<file path="config.mk">
export PLATFORM = sky130hd
export DESIGN_NAME = twf_12_seq
export DESIGN_NICKNAME = d
export VERILOG_FILES = /design/src/rtl/twf_pkg.sv /design/src/rtl/twf_seq_dly.sv /design/src/rtl/twf_12_seq.sv
export SDC_FILE = /design/constraint.sdc
export NUM_CORES = 1
export LEC_CHECK = 0
export CAP_MARGIN = 5
export CORE_MARGIN = 2
export CORE_UTILIZATION = 49
export CTS_CLUSTER_DIAMETER = 100
export DETAILED_ROUTE_END_ITERATION = 10
export PLACE_DENSITY = 0.84
export SLEW_MARGIN = 10
export SYNTH_ARGS = -nofsm -noshare
export SYNTH_HDL_FRONTEND = slang
export SYNTH_SLANG_ARGS = --single-unit
</file>
<file path="constraint.sdc">
create_clock -name clk -period 6.2 [get_ports clk]
set_clock_uncertainty 0.2 [all_clocks]
set_input_delay 0.62 -clock clk [delete_from_list [all_inputs] [get_ports clk]]
set_output_delay 0.62 -clock clk [all_outputs]
set_load 0.01 [all_outputs]
</file>
<file path="src/rtl/twf_pkg.sv">
// Shared types and constants for the twiddle-index sequencer.
// The FSM state encoding and the twiddle fixed-point format live here.
package twf_pkg;

  typedef enum logic [1:0] {
    ST_IDLE = 2'd0,
    ST_RUN  = 2'd1,
    ST_DONE = 2'd2
  } twf_state_e;

  localparam int TWF_FRAC_BITS = 7;
  localparam int STALL_CNT_W   = 16;

  // Saturating increment for the stall counter.
  function automatic logic [STALL_CNT_W-1:0] sat_inc16(input logic [STALL_CNT_W-1:0] v);
    return (v == 16'hFFFF) ? v : v + 16'd1;
  endfunction

endpackage

</file>
<file path="src/rtl/twf_seq_dly.sv">
// LAT-stage valid/data delay line; data only moves with its valid so the
// output word holds whenever no valid emerges. Flush clears every valid bit.
module twf_seq_dly #(
  parameter int LAT       = 1,
  parameter int BIT_WIDTH = 9
) (
  input  logic                        clk,
  input  logic                        rstn,
  input  logic                        i_flush,
  input  logic                        i_vld,
  input  logic signed [BIT_WIDTH-1:0] i_dat,
  output logic                        o_vld,
  output logic signed [BIT_WIDTH-1:0] o_dat
);

  logic [LAT-1:0]              r_vld;
  logic signed [BIT_WIDTH-1:0] r_dat [LAT];

  // Shift valid and data through the stages.
  always_ff @(posedge clk or negedge rstn) begin
    if (!rstn) begin
      r_vld <= '0;
      for (int i = 0; i < LAT; i++) begin
        r_dat[i] <= '0;
      end
    end else if (i_flush) begin
      r_vld <= '0;
    end else begin
      r_vld[0] <= i_vld;
      if (i_vld) begin
        r_dat[0] <= i_dat;
      end
      for (int i = 1; i < LAT; i++) begin
        r_vld[i] <= r_vld[i-1];
        if (r_vld[i-1]) begin
          r_dat[i] <= r_dat[i-1];
        end
      end
    end
  end

  assign o_vld = r_vld[LAT-1];
  assign o_dat = r_dat[LAT-1];

endmodule

</file>
<file path="src/rtl/twf_12_seq.sv">
// Twiddle-index sequencer: walks the twiddle ROM once per frame, one index per
// accepted sample. Optional stall counter enabled by TWF_SEQ_STALL_CNT_EN.
module twf_12_seq
  import twf_pkg::*;
#(
  parameter int INDEX_WIDTH = 512,
  parameter int BIT_WIDTH   = 9,
  parameter int LAT         = 1
) (
  input  logic                              clk,
  input  logic                              rstn,
  input  logic                              start,
  input  logic                              abort,
  input  logic                              cont_mode,
  input  logic                              din_valid,
  output logic [$clog2(INDEX_WIDTH)-1:0]    twf_index,
  input  logic signed [BIT_WIDTH-1:0]       twf_in,
  output logic signed [BIT_WIDTH-1:0]       twf_re,
  output logic                              dout_valid,
  output logic                              busy,
  output logic                              frame_done,
`ifdef TWF_SEQ_STALL_CNT_EN
  output logic [STALL_CNT_W-1:0]            stall_cnt,
`endif
  output logic [7:0]                        frame_cnt
);

  localparam int            IW       = $clog2(INDEX_WIDTH);
  localparam logic [IW-1:0] LAST_IDX = IW'(INDEX_WIDTH - 1);

  twf_state_e    r_state, w_state_nxt;
  logic [IW-1:0] r_idx, w_idx_nxt;
  logic          w_enter_done;
  logic          w_accept;
  logic          r_busy;
  logic          r_frame_done;
  logic [7:0]    r_frame_cnt;

  // Next-state and next-index decode; abort overrides everything.
  always_comb begin
    w_state_nxt  = r_state;
    w_idx_nxt    = r_idx;
    w_enter_done = 1'b0;
    if (abort) begin
      w_state_nxt = ST_IDLE;
      w_idx_nxt   = '0;
    end else begin
      case (r_state)
        ST_IDLE: begin
          w_idx_nxt = '0;
          if (start) begin
            w_state_nxt = ST_RUN;
          end else begin
            w_state_nxt = ST_IDLE;
          end
        end
        ST_RUN: begin
          if (din_valid) begin
            if (r_idx == LAST_IDX) begin
              w_state_nxt  = ST_DONE;
              w_idx_nxt    = '0;
              w_enter_done = 1'b1;
            end else begin
              w_idx_nxt = r_idx + IW'(1);
            end
          end else begin
            w_idx_nxt = r_idx;
          end
        end
        ST_DONE: begin
          w_idx_nxt = '0;
          if (cont_mode || start) begin
            w_state_nxt = ST_RUN;
          end else begin
            w_state_nxt = ST_IDLE;
          end
        end
        default: begin
          w_state_nxt = ST_IDLE;
          w_idx_nxt   = '0;
        end
      endcase
    end
  end

  assign w_accept = (r_state == ST_RUN) && din_valid && !abort;

  // State, index and frame bookkeeping registers.
  always_ff @(posedge clk or negedge rstn) begin
    if (!rstn) begin
      r_state      <= ST_IDLE;
      r_idx        <= '0;
      r_busy       <= 1'b0;
      r_frame_done <= 1'b0;
      r_frame_cnt  <= 8'd0;
    end else begin
      r_state      <= w_state_nxt;
      r_idx        <= w_idx_nxt;
      r_busy       <= (w_state_nxt == ST_RUN);
      r_frame_done <= w_enter_done;
      if (w_enter_done) begin
        r_frame_cnt <= r_frame_cnt + 8'd1;
      end
    end
  end

  twf_seq_dly #(
    .LAT       (LAT),
    .BIT_WIDTH (BIT_WIDTH)
  ) u_dly (
    .clk     (clk),
    .rstn    (rstn),
    .i_flush (abort),
    .i_vld   (w_accept),
    .i_dat   (twf_in),
    .o_vld   (dout_valid),
    .o_dat   (twf_re)
  );

`ifdef TWF_SEQ_STALL_CNT_EN
  logic [STALL_CNT_W-1:0] r_stall_cnt;

  // Count RUN cycles without a sample; start or abort clears.
  always_ff @(posedge clk or negedge rstn) begin
    if (!rstn) begin
      r_stall_cnt <= 16'd0;
    end else if (start || abort) begin
      r_stall_cnt <= 16'd0;
    end else if ((r_state == ST_RUN) && !din_valid) begin
      r_stall_cnt <= sat_inc16(r_stall_cnt);
    end
  end

  assign stall_cnt = r_stall_cnt;
`endif

  assign twf_index  = r_idx;
  assign busy       = r_busy;
  assign frame_done = r_frame_done;
  assign frame_cnt  = r_frame_cnt;

endmodule

</file>
==> flow_metrics.py, run 1 <==
metrics = {
    "timing": {
        "post-route-min-period_ps": 2472,
        "fin_tns_setup_ps": 0,
        "post-route-period-util_pct": 39.87,
        "hold_slack_ps": 282.0,
        "clock.fmax_mhz": 404.6,
        "slew_headroom_pct": 46.31,
        "endpoints_failing_setup": 0,
        "finalMaxSlewViolations": 0,
        "finalHoldViolations": 0,
        "unrepaired_setup_endpoints_after_global_routing": "false",
        "worstMarginPinSlew_ps": 794.1,
    },
    "clock_tree": {
        "clock_path_buffers": 2,
        "cts_hold_buf": 0,
        "clock-root-buffer": "sky130_fd_sc_hd__clkbuf_4",
        "clk_pin_slew_worst_paths_ps": 80,
        "cts_resized": 0,
        "htree_num_levels": 2,
        "tritoncts": "built",
        "cts_post_setup_buffers_inserted": 0,
        "clock_sinks": 31,
        "cts_inserted_buffers": 5,
        "insertion_delay_ps": 320,
    },
    "cells_and_area": {
        "area_of_combinational_cells_with_multiple_inputs_um2": 586.8,
        "finish.cell_count_without_fillers": 194,
        "diodes": 0,
        "finish.net_count": 181,
        "final_area_mm2": 0.001899,
        "num-fill-cells": 206,
        "sequential_cell_area_um2": 775.7,
        "post_route_cells_drive_above_1_share_pct": 12.88,
        "layout_overhead_on_the_synthesized_area_pct": 36.02,
    },
    "logic_synthesis": {
        "number_of_synthesized_flops_with_an_enable_pin": 0,
        "postSynthRegisterBits": 31,
        "dominantRegCellSynth": "sky130_fd_sc_hd__dfrtp_1",
        "synthDistinctLibCells": 32,
        "post_synthesis_instance_area_mm2": 0.001396,
        "synth-async-reset-ratio_pct": 100.0,
        "sequential_fraction_of_the_synthesis_area_pct": 55.56,
        "number_of_warnings_issued_by_yosys": 0,
        "syn_area_per_cell_um2": 12.04,
        "synthesis.instances": 116,
        "synth_fp_nets": 134,
    },
    "placed_design": {
        "hpwlAfterDp_um": 2144,
        "port_buffers": 43,
        "place_congestion": 0.7859,
        "dp_cells": 187,
        "post_dp_cell_area_mm2": 0.001838,
    },
    "run": {
        "timing.max_cap.violations": 0,
    },
    "route": {
        "via_per_inst": 5.742,
        "drc": 0,
        "detail_route.iter0.violations": 29,
        "drt-total-wl_um": 2930,
        "number_of_search_and_repair_iterations_in_the_first_detailed_routing_pass": 4,
        "route.vias.total": 1114,
        "postRouteAntennaNets": 0,
        "routedWlPerCell_um": 15.10,
    },
    "setup_path": {
        "worst-path-max-fanout": 12,
        "setup.worst_path.class": "input port to flop",
        "start_kind": "input port",
        "worstPathRequired_ps": 6210,
        "reg2reg_setup_slack_ps": 3740,
        "arrival_ps": 2480,
        "timing.critical_path.to_type": "flop",
    },
    "pwr": {
        "p_leak_uw": 0.0008339,
        "power_density_mw_per_mm2": 229.5,
        "peakVddDrop_mv": 0.2208,
        "p_total_uw": 435.9,
    },
    "status": {
        "outcome": "completed",
    },
    "floorplan": {
        "rows": 19,
        "die_area_mm2": 0.003292,
        "core_mm2": 0.002734,
        "io_pins": 44,
        "start_util_pct": 51.08,
        "die_width_um": 57.38,
        "die_y_um": 57.38,
    },
    "grt": {
        "remaining_overflow_grt": 0,
        "vias_in_the_first_global_route": 1120,
        "grt_first_pass_wirelength_um": 4961,
        "globalRouteTotalUtil_pct": 19.93,
        "grt_start_max_net_pins": 32,
        "antenna_violations_before_repair": 0,
    },
    "hold_path": {
        "worstHoldPathType": "flop to flop",
    },
}
registers in the layout (all words and copies together) (netlist names):
signal,flops
u_dly.o_dat,9
twf_index,9
frame_cnt,8
busy,1
frame_done,1
r_state,2
u_dly.o_vld,1
worst max-delay path, stage by stage:
cell and delay (ps):
sky130_fd_sc_hd__clkdlybuf4s50_1 560, sky130_fd_sc_hd__nor3b_2 640, sky130_fd_sc_hd__and3_1 310, sky130_fd_sc_hd__mux2_2 340
cell usage after synthesis (3+ instances only):
cell | count | area share [%]
sky130_fd_sc_hd__dfrtp_1 | 31 | 56
sky130_fd_sc_hd__nand2_1 | 13 | 3.5
sky130_fd_sc_hd__mux2_2 | 10 | 8.1
sky130_fd_sc_hd__xor2_1 | 9 | 5.6
sky130_fd_sc_hd__a31oi_1 | 5 | 2.2
sky130_fd_sc_hd__nand3_1 | 4 | 1.4
sky130_fd_sc_hd__a41oi_1 | 3 | 1.9
sky130_fd_sc_hd__and3_1 | 3 | 1.3
sky130_fd_sc_hd__ha_1 | 3 | 2.7
sky130_fd_sc_hd__nor2_1 | 3 | 0.81
sky130_fd_sc_hd__nor3_1 | 3 | 1.1
sky130_fd_sc_hd__nor4_1 | 3 | 1.3
sky130_fd_sc_hd__o21ai_0 | 3 | 1.1
cells by family after synthesis:
family          Yosys count  synth area share [%]
simple gates             40                 15.86
flops                    31                 55.56
compound gates           18                 9.408
mux                      10                 8.065
xor+xnor                  9                 5.645
buf+inv                   5                 2.777
fa+ha+maj                 3                 2.688
area by class of cell:
| class | instances | share of cell area (%) |
|---|---|---|
| tap | 31 | 2.042 |
| clock inverter | 1 | 0.2635 |
| timing repair buffer | 44 | 23.06 |
| clock buffer | 6 | 2.701 |
| multi-input combinational | 80 | 30.90 |
| inverter | 1 | 0.1976 |
| sequential | 31 | 40.84 |
path summary, 6_finish.rpt:
path,start,endpoint,depth (start not counted)
max,din_valid,frame_cnt[1],4
min,frame_cnt[7],frame_cnt[7],1
max reg2reg,twf_index[0],frame_cnt[7],7
min reg2reg,frame_cnt[7],frame_cnt[7],1
max in group asynchronous,rstn,frame_cnt[5],2
min in group asynchronous,rstn,twf_index[3],2
per-stage QoR:
stage	worst slack, ps	util [%]
final	3728	69.47
after global routing	3478	69.47
after CTS	3344	69.29
after detailed placement	2987	67.23
after global placement	3157	67.23
after floorplan	4085	-
cells in the final DEF (no fill, tap or decap), types with 2 or more instances in the layout:
cell / Yosys / final
sky130_fd_sc_hd__nand3_1: 4 / 4
sky130_fd_sc_hd__nor2b_1: 2 / 2
sky130_fd_sc_hd__and4_1: 2 / 2
sky130_fd_sc_hd__o21ai_0: 3 / 3
sky130_fd_sc_hd__xor2_1: 9 / 9
sky130_fd_sc_hd__nand2_1: 13 / 13
sky130_fd_sc_hd__and3_1: 3 / 3
sky130_fd_sc_hd__nor2_1: 3 / 3
sky130_fd_sc_hd__ha_1: 3 / 3
sky130_fd_sc_hd__dfrtp_1: 31 / 31
sky130_fd_sc_hd__a41oi_1: 3 / 3
sky130_fd_sc_hd__a31oi_1: 5 / 5
sky130_fd_sc_hd__nor3_1: 3 / 3
sky130_fd_sc_hd__mux2_2: 10 / 10
sky130_fd_sc_hd__nor4_1: 3 / 3
sky130_fd_sc_hd__clkbuf_4: 0 / 5
sky130_fd_sc_hd__clkdlybuf4s50_1: 0 / 43
sky130_fd_sc_hd__o211ai_1: 2 / 2
report_power, final:
group	switching, uW	internal [uW]	total (uW)	leakage [uW]
Sequential	11.4	221	232	0.000407
Clock	64.2	52.4	117	0.0000341
Combinational	33.7	53.6	87.2	0.000393
Total	109	327	436	0.000834
metal layers:
layer / vias to the layer above / GRT usage [%] / part of all wire, %
li1: 524 / - / -
met1: 536 / 25.04 / 41
met2: 48 / 31.17 / 51
met3: 6 / 7.483 / 7.1
met4: 0 / 7.973 / 1.6
met5: - / 0 / 0
Power figures use the tool's default switching activity.
==> run 2: changes to the inputs <==
- CORE_UTILIZATION: 49 -> 45
- PLACE_DENSITY: 0.84 -> 0.78
- clock period: 6.2 -> 2.3 ns (I/O delays scaled with it)
==> run 2 against run 1 <==
Effect of this change:
- register-to-register slack worse by 3600 ps
- die area is 8.3% higher
- sequential share of layout area is 1.9 points lower
- count of clock-buffer cells in the layout is 2 higher
- power grew to 2.8 times the previous value
- largest power group unchanged
- cell count is 5.7% higher
- critical path type is now flop to flop
- via count is 0.99% lower
- core utilization is 3.1 points lower
- first-iteration DRC count is 10% lower
- critical path depth is 2 higher
- global-route usage is 0.93 points lower
==> flow_metrics.py, run 2 (synthesized netlist as in run 1, its figures left out) <==
metrics = {
    "route": {
        "drc": 0,
        "drt-total-wl_um": 2995,
        "number_of_search_and_repair_iterations_in_the_first_detailed_routing_pass": 4,
        "via_per_inst": 5.380,
        "routedWlPerCell_um": 14.61,
        "detail_route.iter0.violations": 26,
        "postRouteAntennaNets": 0,
        "route.vias.total": 1103,
    },
    "placed_design": {
        "port_buffers": 43,
        "dp_cells": 197,
        "hpwlAfterDp_um": 2203,
        "place_congestion": 0.7777,
    },
    "timing": {
        "post-route-min-period_ps": 2120,
        "clock.fmax_mhz": 471.7,
        "endpoints_failing_setup": 0,
        "finalHoldViolations": 0,
        "finalMaxSlewViolations": 0,
        "post-route-period-util_pct": 92.18,
        "worstMarginPinSlew_ps": 384.5,
        "slew_headroom_pct": 74.37,
    },
    "clock_tree": {
        "cts_hold_buf": 0,
        "insertion_delay_ps": 330,
        "clk_pin_slew_worst_paths_ps": 100,
        "tritoncts": "built",
        "clock_path_buffers": 2,
        "htree_num_levels": 2,
        "clock-root-buffer": "sky130_fd_sc_hd__clkbuf_4",
        "cts_inserted_buffers": 5,
        "clock_sinks": 31,
    },
    "cells_and_area": {
        "finish.net_count": 189,
        "finish.cell_count_without_fillers": 205,
        "layout_overhead_on_the_synthesized_area_pct": 42.65,
        "sequential_cell_area_um2": 775.7,
        "num-fill-cells": 240,
        "post_route_cells_drive_above_1_share_pct": 19.19,
        "mostFrequentLayoutCell": "sky130_fd_sc_hd__clkdlybuf4s50_1",
        "mostFrequentLayoutCells": "43 x sky130_fd_sc_hd__clkdlybuf4s50_1, 31 x sky130_fd_sc_hd__dfrtp_1, 13 x sky130_fd_sc_hd__nand2_1, 10 x sky130_fd_sc_hd__mux2_2",
        "diodes": 0,
        "area_of_combinational_cells_with_multiple_inputs_um2": 604.3,
    },
    "setup_path": {
        "reg2reg_setup_slack_ps": 180,
        "start_kind": "flop",
        "worst-path-max-fanout": 7,
        "setup.worst_path.class": "flop to flop",
        "timing.critical_path.to_type": "flop",
        "arrival_ps": 2150,
        "worstPathRequired_ps": 2330,
        "critical_path.startpoint": "twf_index[0]",
        "ff2ff_path_depth": 6,
        "critical_path.reg2reg.startpoint": "twf_index[0]",
    },
    "pwr": {
        "p_total_uw": 1227,
        "p_leak_uw": 0.0008759,
        "power_density_mw_per_mm2": 615.9,
        "peakVddDrop_mv": 0.5574,
    },
    "floorplan": {
        "die_width_um": 59.71,
        "die_area_mm2": 0.003565,
        "start_util_pct": 46.50,
        "io_pins": 44,
        "core_mm2": 0.003003,
        "die_y_um": 59.71,
        "rows": 20,
    },
    "grt": {
        "globalRouteTotalUtil_pct": 19.01,
        "grtUsageMet3_pct": 7.792,
        "grt_most_used_layer": "met2",
        "antenna_violations_before_repair": 0,
        "grt_first_pass_wirelength_um": 4864,
        "grt_util_met1_pct": 24.51,
        "vias_in_the_first_global_route": 1050,
        "met2_usage_pct": 27.80,
        "remaining_overflow_grt": 0,
        "grt_start_max_net_pins": 32,
    },
    "hold_path": {
        "worstHoldPathType": "input port to asynchronous set/reset pin",
    },
    "run": {
        "timing.max_cap.violations": 0,
    },
    "status": {
        "outcome": "completed",
    },
}
==> run 2: power breakdown <==
group / internal (uW) / switching, uW
clock: 180 / 183
sequential: 595 / 31.2
combinational: 149 / 89.6
==> run 2: final cells by class <==
class | count | area share [%]
repair buffers | 52 | 25.00
clock buffers | 8 | 3.455
well taps | 33 | 2.073
inverters | 1 | 0.1884
multi-input cells | 80 | 30.34
flip-flops and latches | 31 | 38.94
==> run 2: repair_timing <==
action / in CTS / in global routing
endpoints found under the hold margin: 0 / 0
resized for setup: 0 / 5
endpoints found under the setup margin: 0 / 11
buffers inserted: 0 / 0
==> run 2: critical path: stages, from the launching register on <==
cell	delay, ps
sky130_fd_sc_hd__dfrtp_1	360
sky130_fd_sc_hd__ha_1	210
sky130_fd_sc_hd__nand3_1	150
sky130_fd_sc_hd__nor3_1	210
sky130_fd_sc_hd__ha_2	280
sky130_fd_sc_hd__and3_1	250
sky130_fd_sc_hd__mux2_2	350
==> run 2: per-layer routing <==
metal	wire length (um)	part of all wire (%)
met5	0	0
met4	59	2.0
met3	214	7.1
met2	1383	46
met1	1337	45
==> run 2: path summary, 6_finish.rpt <==
check,end
setup / recovery,frame_cnt[1]
hold / removal,twf_index[2]
setup reg to reg,frame_cnt[1]
hold reg to reg,frame_cnt[7]
max in group asynchronous,frame_cnt[4]
min in group clk,frame_cnt[7]
==> run 2: metrics by stage <==
stage | setup slack, ps | hold WS (ps) | util [%] | TNS (ps) | instance area, um2
2_1_floorplan | 185.1 | -265.6 | - | 0 | 1396
3_3_place_gp | 175.6 | 257.5 | 63.29 | 0 | 1901
3_5_place_dp | 54.35 | 269.4 | 63.29 | 0 | 1901
4_1_cts | 31.73 | 76.21 | 65.58 | 0 | 1969
5_1_grt | -13.30 | 88.33 | 66.33 | -13.30 | 1992
6_report | 179.8 | 73.73 | 66.33 | 0 | 1992
==> run 3: changes to the inputs <==
- GPL_ROUTABILITY_DRIVEN: unset -> 0
==> results of run 3 <==
Same layout as run 2: the final DEF is identical, and so are final timing and power.
